===== config.mk =====
export PLATFORM = sky130hd
export DESIGN_NAME = top_varint_decode
export DESIGN_NICKNAME = d
export VERILOG_FILES = /design/src/rtl/top_varint_decode.sv
export SDC_FILE = /design/constraint.sdc
export NUM_CORES = 1
export LEC_CHECK = 0
export ABC_CLOCK_PERIOD_IN_PS = 4790
export CAP_MARGIN = 20
export CORE_AREA = 3 3 287 289
export CTS_BUF_LIST = sky130_fd_sc_hd__clkbuf_4 sky130_fd_sc_hd__clkbuf_8 sky130_fd_sc_hd__clkbuf_16
export CTS_CLUSTER_SIZE = 14
export DETAILED_ROUTE_END_ITERATION = 16
export DIE_AREA = 0 0 290 292
export DONT_BUFFER_PORTS = 1
export SLEW_MARGIN = 20
export SYNTH_ARGS = -nofsm -noshare
export SYNTH_HDL_FRONTEND = slang
export SYNTH_SLANG_ARGS = --single-unit

===== constraint.sdc =====
create_clock -name clk -period 4.79 [get_ports clk]
set_input_delay 1.1975 -clock clk [delete_from_list [all_inputs] [get_ports clk]]
set_output_delay 1.1975 -clock clk [all_outputs]
set_load 0.03 [all_outputs]

===== src/rtl/top_varint_decode.sv =====
// Fetches one protobuf varint from DRAM over an 8-lane byte interface and returns the value
// adjusted for its protobuf field type.
module top_varint_decode #(
  parameter int unsigned ADDR_W    = 64,
  parameter int unsigned MAX_BYTES = 10
) (
  input  logic                   clk,
  input  logic                   reset,
  input  logic                   en,
  input  logic [ADDR_W-1:0]      src_addr,
  input  logic [4:0]             field_type,
  output logic [7:0]             dram_en,
  output logic [7:0][ADDR_W-1:0] dram_addr,
  output logic                   dram_rdwr,
  input  logic [7:0][7:0]        dram_data,
  input  logic [7:0]             dram_valid,
  output logic [63:0]            value,
  output logic [3:0]             bytes_read,
  output logic                   done,
  output logic                   error
);

  localparam int NumBytes = 10;

  typedef enum logic [2:0] {StIdle, StReq1, StWait1, StReq2, StWait2, StDone} state_e;

  state_e                     state_q, state_d;
  logic [ADDR_W-1:0]          base_q, base_d;
  logic [4:0]                 ftype_q, ftype_d;
  logic [7:0]                 cap_q, cap_d;
  logic [NumBytes-1:0][7:0]   data_q, data_d;
  logic [3:0]                 len_q, len_d;
  logic                       err_q, err_d;
  logic [63:0]                raw_q, raw_d;
  logic                       raw_vld_q, raw_vld_d;
  logic [63:0]                value_q, value_d;
  logic [3:0]                 bytes_q, bytes_d;
  logic                       done_q, done_d;
  logic                       error_q, error_d;
  logic                       cap_all, hit_lo, hit_hi;
  logic [3:0]                 len_lo, len_hi;

  function automatic logic [63:0] assemble(input logic [NumBytes-1:0][7:0] b,
                                           input logic [3:0] n);
    logic [63:0] r;
    r = '0;
    for (int k = 0; k < NumBytes; k++) begin
      if (k < int'(n)) r = r | (64'(b[k][6:0]) << (7 * k));
    end
    return r;
  endfunction

  function automatic logic [63:0] map_type(input logic [4:0] ft, input logic [63:0] raw);
    logic [31:0] zz32;
    logic [63:0] m;
    zz32 = {1'b0, raw[31:1]} ^ {32{raw[0]}};
    case (ft)
      5'd5, 5'd14: m = {{32{raw[31]}}, raw[31:0]};
      5'd13:       m = {32'b0, raw[31:0]};
      5'd8:        m = {63'b0, |raw};
      5'd17:       m = {{32{zz32[31]}}, zz32};
      5'd18:       m = {1'b0, raw[63:1]} ^ {64{raw[0]}};
      default:     m = raw;
    endcase
    return m;
  endfunction

  // State register
  always_ff @(posedge clk or negedge reset) begin
    if (!reset) state_q <= StIdle;
    else        state_q <= state_d;
  end

  // Lane capture: each lane is taken once, whenever its valid shows up
  always_comb begin
    cap_d  = cap_q;
    data_d = data_q;
    case (state_q)
      StReq1, StReq2: cap_d = '0;
      StWait1: begin
        for (int i = 0; i < 8; i++) begin
          if (dram_valid[i] && !cap_q[i]) begin
            data_d[i] = dram_data[i];
            cap_d[i]  = 1'b1;
          end
        end
      end
      StWait2: begin
        for (int i = 0; i < 2; i++) begin
          if (dram_valid[i] && !cap_q[i]) begin
            data_d[8+i] = dram_data[i];
            cap_d[i]    = 1'b1;
          end
        end
      end
      default: ;
    endcase
  end

  assign cap_all = (state_q == StWait1) ? (&cap_d) : (&cap_d[1:0]);

  // Terminator scan; descending loops leave the lowest hit in place
  always_comb begin
    hit_lo = 1'b0;
    len_lo = 4'd0;
    for (int k = 7; k >= 0; k--) begin
      if (!data_d[k][7]) begin
        hit_lo = 1'b1;
        len_lo = 4'(k + 1);
      end
    end
    hit_hi = 1'b0;
    len_hi = 4'(NumBytes);
    for (int k = NumBytes - 1; k >= 8; k--) begin
      if (k < int'(MAX_BYTES) && !data_d[k][7]) begin
        hit_hi = 1'b1;
        len_hi = 4'(k + 1);
      end
    end
  end

  // Next-state logic
  always_comb begin
    state_d = state_q;
    case (state_q)
      StIdle:  if (en) state_d = StReq1;
      StReq1:  state_d = StWait1;
      StWait1: if (cap_all) state_d = hit_lo ? StDone : StReq2;
      StReq2:  state_d = StWait2;
      StWait2: if (cap_all) state_d = StDone;
      StDone:  if (done_q && !en) state_d = StIdle;
      default: state_d = StIdle;
    endcase
  end

  // Datapath; DONE assembles raw first, then applies the type mapping
  always_comb begin
    base_d    = base_q;
    ftype_d   = ftype_q;
    len_d     = len_q;
    err_d     = err_q;
    raw_d     = raw_q;
    raw_vld_d = raw_vld_q;
    value_d   = value_q;
    bytes_d   = bytes_q;
    done_d    = done_q;
    error_d   = error_q;
    case (state_q)
      StIdle: begin
        if (en) begin
          base_d    = src_addr;
          ftype_d   = field_type;
          raw_vld_d = 1'b0;
        end
      end
      StWait1: begin
        if (cap_all && hit_lo) begin
          len_d = len_lo;
          err_d = 1'b0;
        end
      end
      StWait2: begin
        if (cap_all) begin
          len_d = len_hi;
          err_d = !hit_hi;
        end
      end
      StDone: begin
        if (!raw_vld_q) begin
          raw_d     = err_q ? '0 : assemble(data_q, len_q);
          raw_vld_d = 1'b1;
        end else if (!done_q) begin
          value_d = err_q ? '0 : map_type(ftype_q, raw_q);
          bytes_d = len_q;
          error_d = err_q;
          done_d  = 1'b1;
        end else if (!en) begin
          done_d    = 1'b0;
          error_d   = 1'b0;
          raw_vld_d = 1'b0;
        end
      end
      default: ;
    endcase
  end

  always_ff @(posedge clk or negedge reset) begin
    if (!reset) begin
      base_q    <= '0;
      ftype_q   <= '0;
      cap_q     <= '0;
      data_q    <= '0;
      len_q     <= '0;
      err_q     <= 1'b0;
      raw_q     <= '0;
      raw_vld_q <= 1'b0;
      value_q   <= '0;
      bytes_q   <= '0;
      done_q    <= 1'b0;
      error_q   <= 1'b0;
    end else begin
      base_q    <= base_d;
      ftype_q   <= ftype_d;
      cap_q     <= cap_d;
      data_q    <= data_d;
      len_q     <= len_d;
      err_q     <= err_d;
      raw_q     <= raw_d;
      raw_vld_q <= raw_vld_d;
      value_q   <= value_d;
      bytes_q   <= bytes_d;
      done_q    <= done_d;
      error_q   <= error_d;
    end
  end

  // Output logic: read bursts are decoded straight from the state
  always_comb begin
    dram_en   = '0;
    dram_addr = '0;
    case (state_q)
      StReq1: begin
        dram_en = 8'hFF;
        for (int i = 0; i < 8; i++) dram_addr[i] = base_q + ADDR_W'(i);
      end
      StReq2: begin
        dram_en      = 8'h03;
        dram_addr[0] = base_q + ADDR_W'(8);
        dram_addr[1] = base_q + ADDR_W'(9);
      end
      default: ;
    endcase
  end

  assign dram_rdwr  = 1'b0;
  assign value      = value_q;
  assign bytes_read = bytes_q;
  assign done       = done_q;
  assign error      = error_q;

endmodule

# Yosys cells after proc, flatten, opt, wreduce, memory -nomap -nowiden
# Cells that the tools add are included.
dict set report classes {
  n_addsub 9
  order_cmp 10
  n_eq_ne 17
  muxes 95
  bitwise 13
  n_reduce_logical 47
}
# operator n
set ops {}
lappend ops {{64-bit two-way mux} 30}
lappend ops {{384-bit two-way mux} 1}
lappend ops {{64-bit case mux with 5 select lines} 1}
lappend ops {{64-bit by 3-bit adder with 64-bit output, second input constant} 4}
lappend ops {{128-bit case mux with 2 select lines} 1}
lappend ops {{64-bit by 2-bit adder with 64-bit output, second input constant} 2}
lappend ops {{64-bit by 4-bit adder with 64-bit output, second input constant} 2}
lappend ops {{8-bit two-way mux} 10}
lappend ops {{64-bit by 1-bit adder with 64-bit output, second input constant} 1}
lappend ops {{64-bit by 14-bit OR with 64-bit output} 1}
lappend ops {{64-bit by 21-bit OR with 64-bit output} 1}
lappend ops {{64-bit by 28-bit OR with 64-bit output} 1}
lappend ops {{64-bit by 35-bit OR with 64-bit output} 1}
lappend ops {{64-bit by 42-bit OR with 64-bit output} 1}
lappend ops {{64-bit by 49-bit OR with 64-bit output} 1}
lappend ops {{64-bit by 56-bit OR with 64-bit output} 1}
lappend ops {{64-bit by 63-bit OR with 64-bit output} 1}
lappend ops {{64-bit OR} 1}
lappend ops {{64-bit OR reduction} 1}
lappend ops {{63-bit by 64-bit XOR with 64-bit output} 1}
lappend ops {{4-bit two-way mux} 10}
lappend ops {{31-bit by 32-bit XOR with 32-bit output} 1}
lappend ops {{2-bit AND reduction} 15}
lappend ops {{1-bit two-way mux} 27}
lappend ops {{31 further kinds} 75}
dict set report totals {
  register_bits 300
  input_bits 144
  out_inout_bits 591
}

# Logic depth before layout (Yosys ltp)
# Gate-level depths: netlist (run 1).
dict set report depth {
  ltp_word 39
  ltp_mapped 13
}

# Worst setup path before layout (run 1)
# No wires, ideal clock.
dict set report synth_path {
  kind {register -> output}
  startpoint {reg state_q[2]}
  endpoint {out dram_addr[123] (netlist name)}
  arrival_time_ns 3.454
  required_time_ns 3.593
  slack_ns 0.139
  path_stages_with_launch 13
  path_cell_list {dfrtp_1 clkbuf_1 nand2b_1 clkinv_1 and2_1 ha_1 a31oi_1 or3_1 clkbuf_1 nor2_1 nand2_1 or3_1 a21oi_1}
}
# element line
set synth_rtl {}
lappend synth_rtl {{from (decl)} 27} ;# state_e state_q, state_d;
lappend synth_rtl {{from (signal assigned)} 70} ;# if (!reset) state_q <= StIdle;
lappend synth_rtl {{from (signal assigned)} 71} ;# else state_q <= state_d;
lappend synth_rtl {{to (decl)} 13} ;# output logic [7:0][ADDR_W-1:0] dram_addr,

==> impl_metrics.json, run 1 <==
{
  "placedCellCount": 4484,
  "synth.distinct_cells": 65,
  "outcome": "finished, final reports clean",
  "yosysSeqAreaShare": 0.312,
  "drt-initial-drc-count": 2262,
  "insertion_delay_ns": 0.57,
  "cp-start-kind": "register",
  "syn_avg_cell_area_um2": 7.71,
  "setup_tns_ns": 0,
  "crit_top_cell": "buf_4",
  "die_y_um": 292,
  "core.rowCount": 104,
  "grt_usage": 0.289,
  "yosys.area.top_type": "dfrtp_1",
  "rrSetupSlack_ns": 1.72,
  "tightestPinTransition_ns": 1.02,
  "setup_violations": 0,
  "ys_warn_count": 0,
  "dp_hpwl_um": 99400,
  "cp.arrival_ns": 3.55,
  "synth-edff-count": 0,
  "numPortBuffers": 0,
  "synth_seq_cells": 294,
  "min_period_ns": 4.75,
  "drv_slew": 0,
  "dr.pass1.iters": 8,
  "grt_pass1_wl_um": 181000,
  "path_clk_slew_ns": 0.07,
  "place_ws_ns": 0.156,
  "routedWlPerCell_um": 28.1,
  "nNetsFinal": 3633,
  "timing.final.ws_setup_ns": 0.0397,
  "drive_gt1_frac": 0.270,
  "grt_pass1_vias": 24700,
  "wl_um": 129000,
  "crit_start": "base_q[24]",
  "synth_ff_type": "dfrtp_1",
  "hold_viol_final": 0,
  "gp_congestion": 1.01,
  "rr_worst_depth": 8,
  "synth-simple-area-share": 0.273,
  "synth_mux_area_frac": 0.0625,
  "crit_family": "simple AND/OR/NAND/NOR gates",
  "skew_ns": 0.0261,
  "grt-ovfl-total": 0,
  "ios": 735,
  "synthAdderAreaFrac": 0.00637,
  "vias": 25900,
  "cts_buffer_depth": 3,
  "cts_tree": "yes",
  "drcViolationCount": 0,
  "syn_nets": 3212,
  "crit_chain": "nand4_1 -> buf_4 -> or2_2 -> or4_1 -> or3_1 -> a21oi_1 -> buf_4",
  "totalPowerFinal_mw": 25.3,
  "initial_core_util": 0.294,
  "worstHoldPathType": "in2async",
  "synthTopCellsByCount": "nor2_1 (523), dfrtp_1 (294), nand2_1 (282)",
  "viasPerCell": 5.63,
  "cts.sinks": 294,
  "crit_buf_inv": 2,
  "rsz0062_at_grt": "true",
  "synth.area.top_cells": "dfrtp_1 (31%), xor2_1 (9.7%), nor2_1 (8.3%)",
  "crit_required_ns": 3.59,
  "synth.most_common_cell": "nor2_1",
  "ctsHoldBuffers": 0,
  "die_area_mm2": 0.0847,
  "relSlewSlack": 0.319,
  "leakage_nw": 12.4,
  "r2r_end": "len_q[1]",
  "synthCells": 3056,
  "root_buffer": "clkbuf_16",
  "period_share": 0.992,
  "layout.cells.non_filler": 4595,
  "async_flop_share": 1.00,
  "max_freq_ghz": 0.211,
  "syn_area_mm2": 0.0236,
  "synth_top_family_by_area": "simple AND/OR/NAND/NOR gates",
  "path_max_fanout": 8,
  "cts_buffers": 38,
  "ir_drop_mv": 0.553,
  "grt_max_degree": 295,
  "maxCapViolations": 0,
  "synth_compound_area_frac": 0.126,
  "final_util": 0.379,
  "power_density_mw_per_mm2": 833,
  "ant_nets": 0,
  "die_w_um": 290,
  "cts-htree-levels": 2,
  "timing.rr.start": "state_q[1]",
  "slowest_stage": "dfrtp_1",
  "core-area_mm2": 0.0802,
  "critPathCaptureType": "output port",
  "antenna_found_initial": 36,
  "synth_top_area_frac": 0.312,
  "path_class": "reg2out",
  "max_stage_delay_ns": 0.66,
  "synth_xor_xnor_area_share": 0.166,
  "area_delta_synth_final_pct": 29.0
}
report_power, final:
part           internal (mW)  leakage (nW)  switching, mW
registers               3.55          3.75           1.96
logic                   5.61          7.98           11.3
clock network           1.71         0.624           1.22
total                   10.9          12.4           14.5
worst max-delay path by stage:
stage	slack [ns]	end	depth (start not counted)
2_1_floorplan	0.14	dram_addr[123]	12
3_3_place_gp	0.28	dram_addr[48]	6
3_5_place_dp	0.16	dram_addr[508]	6
4_1_cts	0.01	dram_addr[112]	9
5_1_grt	-0.009	dram_addr[123]	12
6_report	0.04	dram_addr[365]	7
repair_timing:
action,4_1_cts,5_1_grt
endpoints found under the setup margin,71,83
setup buffers,3,10
gates resized for setup,19,23
pin swaps,2,7
metrics by stage:
stage | instance area [µm²] | hold slack [ns]
final | 30400 | 0.338
after CTS | 30200 | 0.277
after detailed placement | 28800 | 0.472
after floorplan | 23600 | 0.461
after global placement | 28800 | 0.465
after global routing | 30400 | 0.287
registers in the layout, summed over array words and instances, names as in the netlist:
| register | flops |
|---|---|
| err_q | 1 |
| cap_q | 8 |
| ftype_q | 5 |
| data_q | 74 |
| bytes_read | 4 |
| state_q | 3 |
| len_q | 4 |
| done | 1 |
| raw_q | 64 |
| value | 64 |
| raw_vld_q | 1 |
| error | 1 |
| base_q | 64 |
placed cells by master (no fill, tap or decap), types with 32 or more instances in the layout:
master / netlist / routed
xnor2_1: 185 / 185
nand4_1: 70 / 70
a21oi_1: 163 / 161
a22oi_1: 32 / 32
clkbuf_16: 0 / 39
a22o_1: 52 / 52
nand2_1: 282 / 277
nor2_1: 523 / 516
o21ai_0: 178 / 177
nor3_1: 93 / 87
nor4_1: 46 / 42
diode_2: 0 / 32
or3_1: 110 / 108
mux2_2: 129 / 129
nand3_1: 99 / 97
dfrtp_1: 294 / 285
buf_4: 13 / 657
xor2_1: 262 / 262
logic make-up after synthesis:
kind of cell	Yosys count
other	1
xor gates and xnor gates	447
AOI/OAI and AO/OA	493
DFF	294
and+or+nand+nor	1361
adders and majority gates	12
buffers and inverters	317
muxes	131
cell type report:
| class | count | area [µm²] |
|---|---|---|
| timing repair buffer | 667 | 5110 |
| sequential | 294 | 7370 |
| antenna | 32 | 80.1 |
| tap | 1060 | 1330 |
| clock buffer | 54 | 1130 |
| clock inverter | 12 | 120 |
| inverter | 31 | 120 |
| fill | 8535 | 49800 |
| multi-input combinational | 2445 | 15100 |
per-layer routing:
metal	track usage	part of all wire	vias up
met4	0.171	0.069	8
li1	-	-	11300
met1	0.332	0.36	12600
met5	0	0.00037	-
met3	0.0787	0.10	406
met2	0.480	0.47	1552
No activity file was read; power rests on OpenSTA's default activity.
==> run 2: changes to the inputs <==
--- a/config.mk
+++ b/config.mk
@@ -8,7 +8,7 @@
 export ABC_CLOCK_PERIOD_IN_PS = 4790
 export CAP_MARGIN = 20
 export CORE_AREA = 3 3 287 289
-export CTS_BUF_LIST = sky130_fd_sc_hd__clkbuf_4 sky130_fd_sc_hd__clkbuf_8 sky130_fd_sc_hd__clkbuf_16
+export CTS_BUF_LIST = sky130_fd_sc_hd__clkbuf_4 sky130_fd_sc_hd__clkbuf_8
 export CTS_CLUSTER_SIZE = 14
 export DETAILED_ROUTE_END_ITERATION = 16
 export DIE_AREA = 0 0 290 292
==> run 2 against run 1 <==
Compared with the run above: final cell count is 1.2% higher; critical endpoint is now dram_addr[56]; via count is 0.84% higher; hold slack worse by 0.083 ns; die area stayed put; non-clock buffer count is 16 higher; critical path depth stayed put; core utilization is 0.41 points higher; fmax is 0.73% higher; first-iteration DRC count is 14% higher; sequential power hardly changed; count of clock-buffer cells in the layout is 35 higher; global-route usage hardly changed.
==> impl_metrics.json, run 2 (synthesized netlist as in run 1, its figures left out) <==
{
  "rr_worst_depth": 7,
  "timing.final.ws_setup_ns": 0.0743,
  "path_class": "reg2out",
  "setup_tns_ns": 0,
  "crit_required_ns": 3.59,
  "ant_nets": 0,
  "hold_viol_final": 0,
  "gp_congestion": 1.01,
  "viasPerCell": 5.61,
  "dr.pass1.iters": 6,
  "core-area_mm2": 0.0802,
  "initial_core_util": 0.294,
  "drive_gt1_frac": 0.289,
  "cts_buffer_depth": 3,
  "slowest_stage": "dfrtp_1",
  "outcome": "finished, final reports clean",
  "dp_hpwl_um": 99400,
  "grt_usage": 0.289,
  "crit_chain": "nand3_1 -> nor4_4 -> nand4b_1 -> buf_4 -> or3_1 -> a21oi_1 -> buf_4",
  "placedCellCount": 4484,
  "relSlewSlack": 0.323,
  "worstHoldPathType": "in2async",
  "drv_slew": 0,
  "root_buffer": "clkbuf_8",
  "routedWlPerCell_um": 27.9,
  "grt_max_degree": 295,
  "skew_ns": 0.0690,
  "crit_top_cell": "buf_4",
  "tightestPinTransition_ns": 1.01,
  "leakage_nw": 12.5,
  "vias": 26100,
  "path_max_fanout": 7,
  "layout.cells.non_filler": 4651,
  "largest_register_ff_count": 74,
  "die_area_mm2": 0.0847,
  "ios": 735,
  "grt_pass1_vias": 24900,
  "critPathCaptureType": "output port",
  "area_delta_synth_final_pct": 30.4,
  "die_y_um": 292,
  "timing.hold.ws_ns": 0.254,
  "cts_tree": "yes",
  "min_period_ns": 4.72,
  "die_w_um": 290,
  "antenna_found_initial": 42,
  "ctsHoldBuffers": 0,
  "totalPowerFinal_mw": 25.4,
  "numPortBuffers": 0,
  "drcViolationCount": 0,
  "place_ws_ns": 0.156,
  "path_clk_slew_ns": 0.07,
  "crit_buf_inv": 2,
  "cp.arrival_ns": 3.52,
  "max_freq_ghz": 0.212,
  "layout_common_cells": "buf_4 (672), nor2_1 (514), dfrtp_1 (279)",
  "max_stage_delay_ns": 0.65,
  "cts_buffers": 55,
  "ir_drop_mv": 0.553,
  "cts.sinks": 294,
  "timing.rr.start": "state_q[1]",
  "r2r_end": "len_q[1]",
  "wl_um": 130000,
  "core.rowCount": 104,
  "power_density_mw_per_mm2": 827,
  "period_share": 0.984,
  "maxCapViolations": 0,
  "insertion_delay_ns": 0.69,
  "cts-htree-levels": 2,
  "largest-register": "data_q",
  "rrSetupSlack_ns": 1.69,
  "setup_violations": 0,
  "layout_commonest_cell": "buf_4",
  "cp_num_cells": 7,
  "nFillCells": 8528,
  "grt-ovfl-total": 0,
  "crit_family": "simple AND/OR/NAND/NOR gates",
  "cp-start-kind": "register",
  "grt_pass1_wl_um": 182000,
  "nNetsFinal": 3666,
  "drt-initial-drc-count": 2580
}
[run 2: final cells by class]
type	count	area (µm²)	share of cell area
clock buffers	89	1110	0.0360
diodes	35	87.6	0.00285
flip-flops and latches	294	7380	0.240
multi-input cells	2445	15300	0.498
repair buffers	683	5240	0.170
inverters	31	124	0.00403
clock inverters	14	166	0.00542
well taps	1060	1330	0.0432
[run 2: worst reg2reg max path: stages, from the launching register on]
cell,delay (ns)
dfrtp_1,0.39
buf_4,0.42
or3b_2,0.67
o21ai_0,0.40
a222oi_1,0.22
nand4_1,0.23
o21a_1,0.28
mux2_2,0.36
[run 2: metrics by stage]
stage | util | instance area [µm²]
global route | 0.383 | 30700
finish | 0.383 | 30700
detailed placement | 0.360 | 28800
global placement | 0.360 | 28800
floorplan | - | 23600
CTS | 0.378 | 30300
[run 2: worst max path at each step]
stage,from,slack [ns],end
after floorplan,state_q[2],0.14,dram_addr[123]
after global routing,base_q[10],-0.06,dram_addr[44]
after global placement,base_q[32],0.28,dram_addr[48]
after detailed placement,base_q[32],0.16,dram_addr[508]
after CTS,state_q[2],0.0002,dram_addr[123]
final,base_q[46],0.07,dram_addr[56]
[run 2: where the power goes]
part           switching (mW)  internal [mW]  total, mW
clock network            1.23           1.63       2.86
logic                    11.3           5.69       17.0
registers                1.97           3.55       5.53
total                    14.5           10.9       25.4
[run 2: timing repair]
item | in CTS | in global routing
gates resized for setup | 42 | 40
setup buffers | 15 | 14
pin swaps | 9 | 7
setup endpoints to repair | 178 | 86
cloned | 0 | 0
[run 2: routing by layer]
metal  part of all wire  track usage  vias to the layer above
met5            0.00066            0                        -
met4              0.069        0.169                       12
met2               0.47        0.484                     1616
met3               0.10       0.0840                      428
met1               0.36        0.329                    12600
li1                   -            -                    11400
